--- config.mk ---
export PLATFORM = sky130hd
export DESIGN_NAME = ternary_seq_ctrl_flat
export DESIGN_NICKNAME = d
export VERILOG_FILES = /design/src/rtl/ternary_seq_ctrl_if.sv /design/src/rtl/ternary_seq_ctrl.sv /design/src/flat_wrapper.sv
export SDC_FILE = /design/constraint.sdc
export NUM_CORES = 1
export LEC_CHECK = 0
export ABC_AREA = 1
export BUFFER_PORTS_ARGS = -buffer_cell sky130_fd_sc_hd__buf_2
export CORE_MARGIN = 2
export CORE_UTILIZATION = 56
export CTS_CLUSTER_SIZE = 14
export DETAILED_ROUTE_END_ITERATION = 10
export PLACE_DENSITY = 0.77
export REMOVE_ABC_BUFFERS = 1
export SYNTH_ARGS = -nofsm -noshare
export SYNTH_HDL_FRONTEND = slang
export SYNTH_SLANG_ARGS = --single-unit
--- constraint.sdc ---
create_clock -name clk -period 2.4 [get_ports clk]
set_clock_uncertainty 0.2 [all_clocks]
set_input_delay 0.24 -clock clk [delete_from_list [all_inputs] [get_ports clk]]
set_output_delay 0.24 -clock clk [all_outputs]
set_load 0.05 [all_outputs]
--- src/rtl/ternary_seq_ctrl_if.sv ---
// Control/status bundle between board-level logic and the ternary sweep sequencer.
// Optional error-log fields exist only when TSEQ_ERRLOG_EN is defined.
interface ternary_seq_ctrl_if;
    logic       start;
    logic       abort;
    logic       busy;
    logic       done;
    logic [3:0] tt;
    logic       pass;
`ifdef TSEQ_ERRLOG_EN
    logic [2:0] err_cnt;
    logic [1:0] first_err;
    logic       err_vld;

    modport master (
        output start, abort,
        input  busy, done, tt, pass, err_cnt, first_err, err_vld
    );
    modport slave (
        input  start, abort,
        output busy, done, tt, pass, err_cnt, first_err, err_vld
    );
`else
    modport master (
        output start, abort,
        input  busy, done, tt, pass
    );
    modport slave (
        input  start, abort,
        output busy, done, tt, pass
    );
`endif
endinterface

--- src/rtl/ternary_seq_ctrl.sv ---
// Sweeps a/b of the ternary datapath through all four vectors, captures c into a truth table
// and compares it with EXPECT. Define TSEQ_ERRLOG_EN to add err_cnt/first_err/err_vld.
module ternary_seq_ctrl #(
    parameter int unsigned SETTLE = 1,
    parameter logic [3:0]  EXPECT = 4'b1000
) (
    input  logic              clk,
    input  logic              rst,
    ternary_seq_ctrl_if.slave ctrl,
    input  logic              c_in,
    output logic              a_out,
    output logic              b_out
);

    generate
        if ((SETTLE == 0) || (SETTLE > 255)) begin : g_bad_settle
            $error("ternary_seq_ctrl: SETTLE must be in 1..255");
        end
    endgenerate

    localparam logic [7:0] SETTLE_LAST = 8'(SETTLE - 1);

    typedef enum logic [1:0] {
        S_IDLE,
        S_DRIVE,
        S_SAMPLE,
        S_DONE
    } state_t;

    state_t     state_q, state_d;
    logic [1:0] idx_q, idx_d;
    logic [7:0] cnt_q, cnt_d;
    logic [3:0] tt_q, tt_d;
    logic       pass_q, pass_d;
    logic       busy_q, busy_d;
    logic       done_q, done_d;
    logic       a_q, a_d;
    logic       b_q, b_d;

`ifdef TSEQ_ERRLOG_EN
    logic [2:0] err_cnt_q, err_cnt_d;
    logic [1:0] first_err_q, first_err_d;
    logic       err_vld_q, err_vld_d;

    function automatic logic [2:0] count_ones(input logic [3:0] v);
        logic [2:0] n;
        n = '0;
        for (int i = 0; i < 4; i++) n = n + {2'b00, v[i]};
        return n;
    endfunction

    function automatic logic [1:0] lowest_set(input logic [3:0] v);
        logic [1:0] r;
        r = '0;
        for (int i = 3; i >= 0; i--) if (v[i]) r = 2'(i);
        return r;
    endfunction
`endif

    // NOTE: every variable gets a default before the case so no path leaves it unassigned,
    // which would otherwise infer a latch.
    always_comb begin
        state_d = state_q;
        idx_d   = idx_q;
        cnt_d   = cnt_q;
        tt_d    = tt_q;
        pass_d  = pass_q;
`ifdef TSEQ_ERRLOG_EN
        err_cnt_d   = err_cnt_q;
        first_err_d = first_err_q;
        err_vld_d   = err_vld_q;
`endif
        case (state_q)
            S_IDLE: begin
                if (ctrl.start) begin
                    state_d = S_DRIVE;
                    idx_d   = '0;
                    cnt_d   = '0;
                    tt_d    = '0;
                    pass_d  = 1'b0;
`ifdef TSEQ_ERRLOG_EN
                    err_cnt_d   = '0;
                    first_err_d = '0;
                    err_vld_d   = 1'b0;
`endif
                end
            end
            S_DRIVE: begin
                if (ctrl.abort) begin
                    state_d = S_IDLE;
                    pass_d  = 1'b0;
                end else begin
                    cnt_d = cnt_q + 8'd1;
                    if (cnt_q == SETTLE_LAST) state_d = S_SAMPLE;
                end
            end
            S_SAMPLE: begin
                // Abort wins over the capture: the vector being sampled is discarded.
                if (ctrl.abort) begin
                    state_d = S_IDLE;
                    pass_d  = 1'b0;
                end else begin
                    tt_d[idx_q] = c_in;
                    cnt_d       = '0;
                    if (idx_q == 2'd3) begin
                        // Verdict is taken from the completed table so it is valid with done.
                        state_d = S_DONE;
                        pass_d  = (tt_d == EXPECT);
`ifdef TSEQ_ERRLOG_EN
                        err_cnt_d   = count_ones(tt_d ^ EXPECT);
                        first_err_d = lowest_set(tt_d ^ EXPECT);
                        err_vld_d   = (tt_d != EXPECT);
`endif
                    end else begin
                        idx_d   = idx_q + 2'd1;
                        state_d = S_DRIVE;
                    end
                end
            end
            S_DONE:  state_d = S_IDLE;
            default: state_d = S_IDLE;
        endcase

        // Outputs are decoded from the next state so they come straight out of flops.
        busy_d = (state_d != S_IDLE);
        done_d = (state_d == S_DONE);
        a_d    = ((state_d == S_DRIVE) || (state_d == S_SAMPLE)) && idx_d[1];
        b_d    = ((state_d == S_DRIVE) || (state_d == S_SAMPLE)) && idx_d[0];
    end

    // NOTE: sequential state uses non-blocking assignments so every flop samples the
    // pre-edge values; the combinational block above uses blocking ones.
    always_ff @(posedge clk) begin
        if (rst) begin
            state_q <= S_IDLE;
            idx_q   <= '0;
            cnt_q   <= '0;
            tt_q    <= '0;
            pass_q  <= 1'b0;
            busy_q  <= 1'b0;
            done_q  <= 1'b0;
            a_q     <= 1'b0;
            b_q     <= 1'b0;
        end else begin
            state_q <= state_d;
            idx_q   <= idx_d;
            cnt_q   <= cnt_d;
            tt_q    <= tt_d;
            pass_q  <= pass_d;
            busy_q  <= busy_d;
            done_q  <= done_d;
            a_q     <= a_d;
            b_q     <= b_d;
        end
    end

`ifdef TSEQ_ERRLOG_EN
    always_ff @(posedge clk) begin
        if (rst) begin
            err_cnt_q   <= '0;
            first_err_q <= '0;
            err_vld_q   <= 1'b0;
        end else begin
            err_cnt_q   <= err_cnt_d;
            first_err_q <= first_err_d;
            err_vld_q   <= err_vld_d;
        end
    end

    assign ctrl.err_cnt   = err_cnt_q;
    assign ctrl.first_err = first_err_q;
    assign ctrl.err_vld   = err_vld_q;
`endif

    assign ctrl.busy = busy_q;
    assign ctrl.done = done_q;
    assign ctrl.tt   = tt_q;
    assign ctrl.pass = pass_q;
    assign a_out     = a_q;
    assign b_out     = b_q;

endmodule

--- src/flat_wrapper.sv ---
// flat-port wrapper written by rule: the top's interface ports become plain ports
module ternary_seq_ctrl_flat 
#(
    parameter int unsigned SETTLE = 1,
    parameter logic [3:0]  EXPECT = 4'b1000
)
  (clk, rst, c_in, a_out, b_out, ctrl_start, ctrl_abort, ctrl_busy, ctrl_done, ctrl_tt, ctrl_pass);
  ternary_seq_ctrl_if ctrl_i ();
  input  logic clk;
  input  logic rst;
  input  logic c_in;
  output logic a_out;
  output logic b_out;
  input wire logic [$bits(ctrl_i.start)-1:0] ctrl_start;
  input wire logic [$bits(ctrl_i.abort)-1:0] ctrl_abort;
  output wire logic [$bits(ctrl_i.busy)-1:0] ctrl_busy;
  output wire logic [$bits(ctrl_i.done)-1:0] ctrl_done;
  output wire logic [$bits(ctrl_i.tt)-1:0] ctrl_tt;
  output wire logic [$bits(ctrl_i.pass)-1:0] ctrl_pass;
  assign ctrl_i.start = ctrl_start;
  assign ctrl_i.abort = ctrl_abort;
  assign ctrl_busy = ctrl_i.busy;
  assign ctrl_done = ctrl_i.done;
  assign ctrl_tt = ctrl_i.tt;
  assign ctrl_pass = ctrl_i.pass;
  ternary_seq_ctrl #(.SETTLE(SETTLE), .EXPECT(EXPECT)) u_core (.clk(clk), .rst(rst), .ctrl(ctrl_i), .c_in(c_in), .a_out(a_out), .b_out(b_out));
endmodule
==> key figures <==
Layout
  – Antenna Cells: 0
  – Fin area: 1250 um2
  – Final nets: 189
  – Most frequent cells in the layout: 39 x nand2_1, 22 x inv_1, 21 x dfxtp_1
  – Area delta synth->final: 10.8%
  – Share of cells above drive strength 1: 0.206
  – Commonest non-fill, non-tap cell in the layout: nand2_1
  – Post-layout util: 0.650

GRT
  – Number of global-route vias before repair: 907
  – Largest net degree at the start of global routing: 13
  – Grt total ovfl: 0
  – Global-route wire length before repair: 3870 um
  – Global-route total usage across every layer: 0.204
  – Initial antenna violation count: 0

Floorplanning
  – # rows: 16
  – Core box area: 1920 um2
  – Die height: 48.9 um
  – Die area: 2390 um2
  – Initial core utilization: 0.587
  – Die W: 48.9 um
  – Io pins: 14

Synth
  – Sequential area share after synthesis: 0.373
  – Synth Warn #: 0
  – Synth top area share: 0.373
  – Synth cell types: 24
  – Mapped cell area: 1130 um2
  – Cell taking the most area after synthesis: dfxtp_1
  – Post-Syn Area per Cell: 6.88 um2
  – Post-Syn Instances: 164
  – Top cells by area, synth: dfxtp_1 37%, nand2_1 13%, inv_1 7.3%
  – FF+latch count, synth: 21

Routing
  – DRT antenna net count: 0
  – Vias: 1,068
  – Final WL: 2210 um
  – Pre-antenna DRT Iters: 5
  – Remaining routing DRC violations: 0
  – Vias/cell: 5.16
  – WL/cell: 10.7 um
  – DR iter-0 viols: 30

Hold path
  – Worst min path class: input port to flop
  – Worst Hold Depth: 2
  – Hold wc startpoint: rst
  – Hold Crit Endpoint: u_core.ctrl.tt[2]

Placement
  – Dpl cell area: 1220 um2
  – Hpwl dp: 1780 um
  – Routability cong.: 0.924
  – Port Buffers: 13

Clock tree
  – Clock transition at path regs: 0.12 ns
  – Worst-case clock buffer depth: 2
  – Hold buffers post-CTS: 0
  – CTS buffer count: 3
  – CTS sink cnt: 21
  – Clk_lat worst skew: 0.29 ns
  – Resized Gates After CTS: 0
  – Number of H-tree levels: 1
  – CTS tree: built
  – Clk root buf: clkbuf_4
  – Setup bufs post-CTS: 0

Timing
  – Peak Freq: 531 MHz
  – Actual slew at the worst max-slew pin: 0.277 ns
  – Final slew viol count: 0
  – Final-report hold violation count: 0
  – Relative slew slack: 0.815
  – Min Tclk post-route: 1.88 ns
  – Period utilization: 0.784
  – Final setup violation count: 0
  – RSZ-0062 raised after global routing: false
  – Final setup TNS: 0 ns

Critical path
  – WP data required: 2.42 ns
  – Worst R2R Path Depth: 12
  – Critical Path AT: 1.90 ns
  – Critical R2R Capture: u_core.a_out
  – CP Capture Type: flop
  – Worst r2r src: u_core.cnt_q[0]
  – CP Launch Type: flop
  – R2r setup slk: 0.52 ns
  – WS Path Type: flop to flop
  – Max Fanout on Critical Path: 4

Power and ir drop
  – Worst vdd ir: 0.392 mV
  – LEAKAGE: 0.574 nW
  – Ratio of total power to cell area: 539 nW/um2

Outcome
  – Status: completed

Job
  – Max-cap violations: 0
==> cells by family after synthesis <==
logic type | Yosys count | share of synthesized area
buf+inv | 29 | 0.0987
compound gates | 21 | 0.105
flops | 21 | 0.373
simple gates | 90 | 0.390
fa+ha+maj | 3 | 0.0333
==> cell type report <==
cell class,count,area [um2]
sequential,21,420
fill,177,672
clock inverter,1,5.00
tap,27,33.8
timing repair buffer,13,65.1
inverter,28,106
multi-input combinational,114,597
clock buffer,3,22.5
==> per-layer routing <==
| layer | global-route usage | wire length [um] | vias to the layer above |
|---|---|---|---|
| met5 | 0 | 0 | - |
| met1 | 0.299 | 1060 | 476 |
| met3 | 0.0276 | 133 | 4 |
| met4 | 0.0619 | 14 | 0 |
| li1 | - | - | 548 |
| met2 | 0.311 | 1010 | 40 |
==> flip-flops by register name (all words and copies together), names as in the netlist <==
| signal | flops |
|---|---|
| u_core.ctrl.done | 1 |
| u_core.ctrl.pass | 1 |
| u_core.state_q | 2 |
| u_core.idx_q | 2 |
| u_core.a_out | 1 |
| u_core.ctrl.busy | 1 |
| u_core.b_out | 1 |
| u_core.cnt_q | 8 |
| u_core.ctrl.tt | 4 |
==> how the worst max path moves through the flow <==
| stage | slack, ns | start | to |
|---|---|---|---|
| final | 0.52 | u_core.cnt_q[0] | u_core.a_out |
| after detailed placement | 0.54 | u_core.cnt_q[0] | u_core.a_out |
| after floorplan | 0.65 | u_core.cnt_q[0] | u_core.a_out |
| after global routing | 0.29 | u_core.cnt_q[1] | u_core.a_out |
| after CTS | 0.52 | u_core.cnt_q[0] | u_core.a_out |
| after global placement | 0.60 | u_core.cnt_q[0] | u_core.a_out |
==> where the power goes <==
part           leakage, nW  internal [mW]  switching, mW
logic                0.386         0.0408         0.0959
clock network       0.0177         0.0619          0.105
registers            0.170          0.360        0.00976
total                0.574          0.462          0.211
==> critical path, cell delays in order, from the launching register on <==
cell      delay, ns
dfxtp_1        0.36
inv_1          0.10
ha_1           0.14
nand2_1        0.05
nor3_1         0.18
nand2_1        0.07
nand2_1        0.06
nand2_1        0.04
nand2_1        0.07
inv_1          0.05
ha_1           0.27
inv_1          0.05
a211oi_1       0.18
==> synthesized netlist by cell type <==
library cell / n
a211oi_1: 1
a21oi_1: 9
a21oi_2: 1
and2_1: 1
buf_2: 1
clkinv_2: 1
dfxtp_1: 21
ha_1: 3
inv_1: 22
inv_2: 5
nand2_1: 39
nand2_2: 3
nand2_4: 3
nand3_1: 14
nand4_1: 2
nor2_1: 19
nor2_2: 2
nor2_4: 3
nor2_8: 1
nor3_1: 3
o21ai_0: 1
o21ai_1: 5
o21ai_2: 1
o22ai_1: 3
==> through the flow <==
| stage | power, mW | setup WS (ns) | std cells | hold slack, ns |
|---|---|---|---|---|
| 6_report | 0.673 | 0.518 | 207 | 0.0824 |
| 3_3_place_gp | 0.509 | 0.597 | 203 | 0.268 |
| 2_1_floorplan | 0.482 | 0.654 | 163 | 0.109 |
| 3_5_place_dp | 0.514 | 0.539 | 203 | 0.279 |
| 4_1_cts | 0.681 | 0.520 | 207 | 0.0829 |
| 5_1_grt | 0.716 | 0.290 | 207 | 0.0842 |
Note: power is estimated with default switching activity, not from simulation.
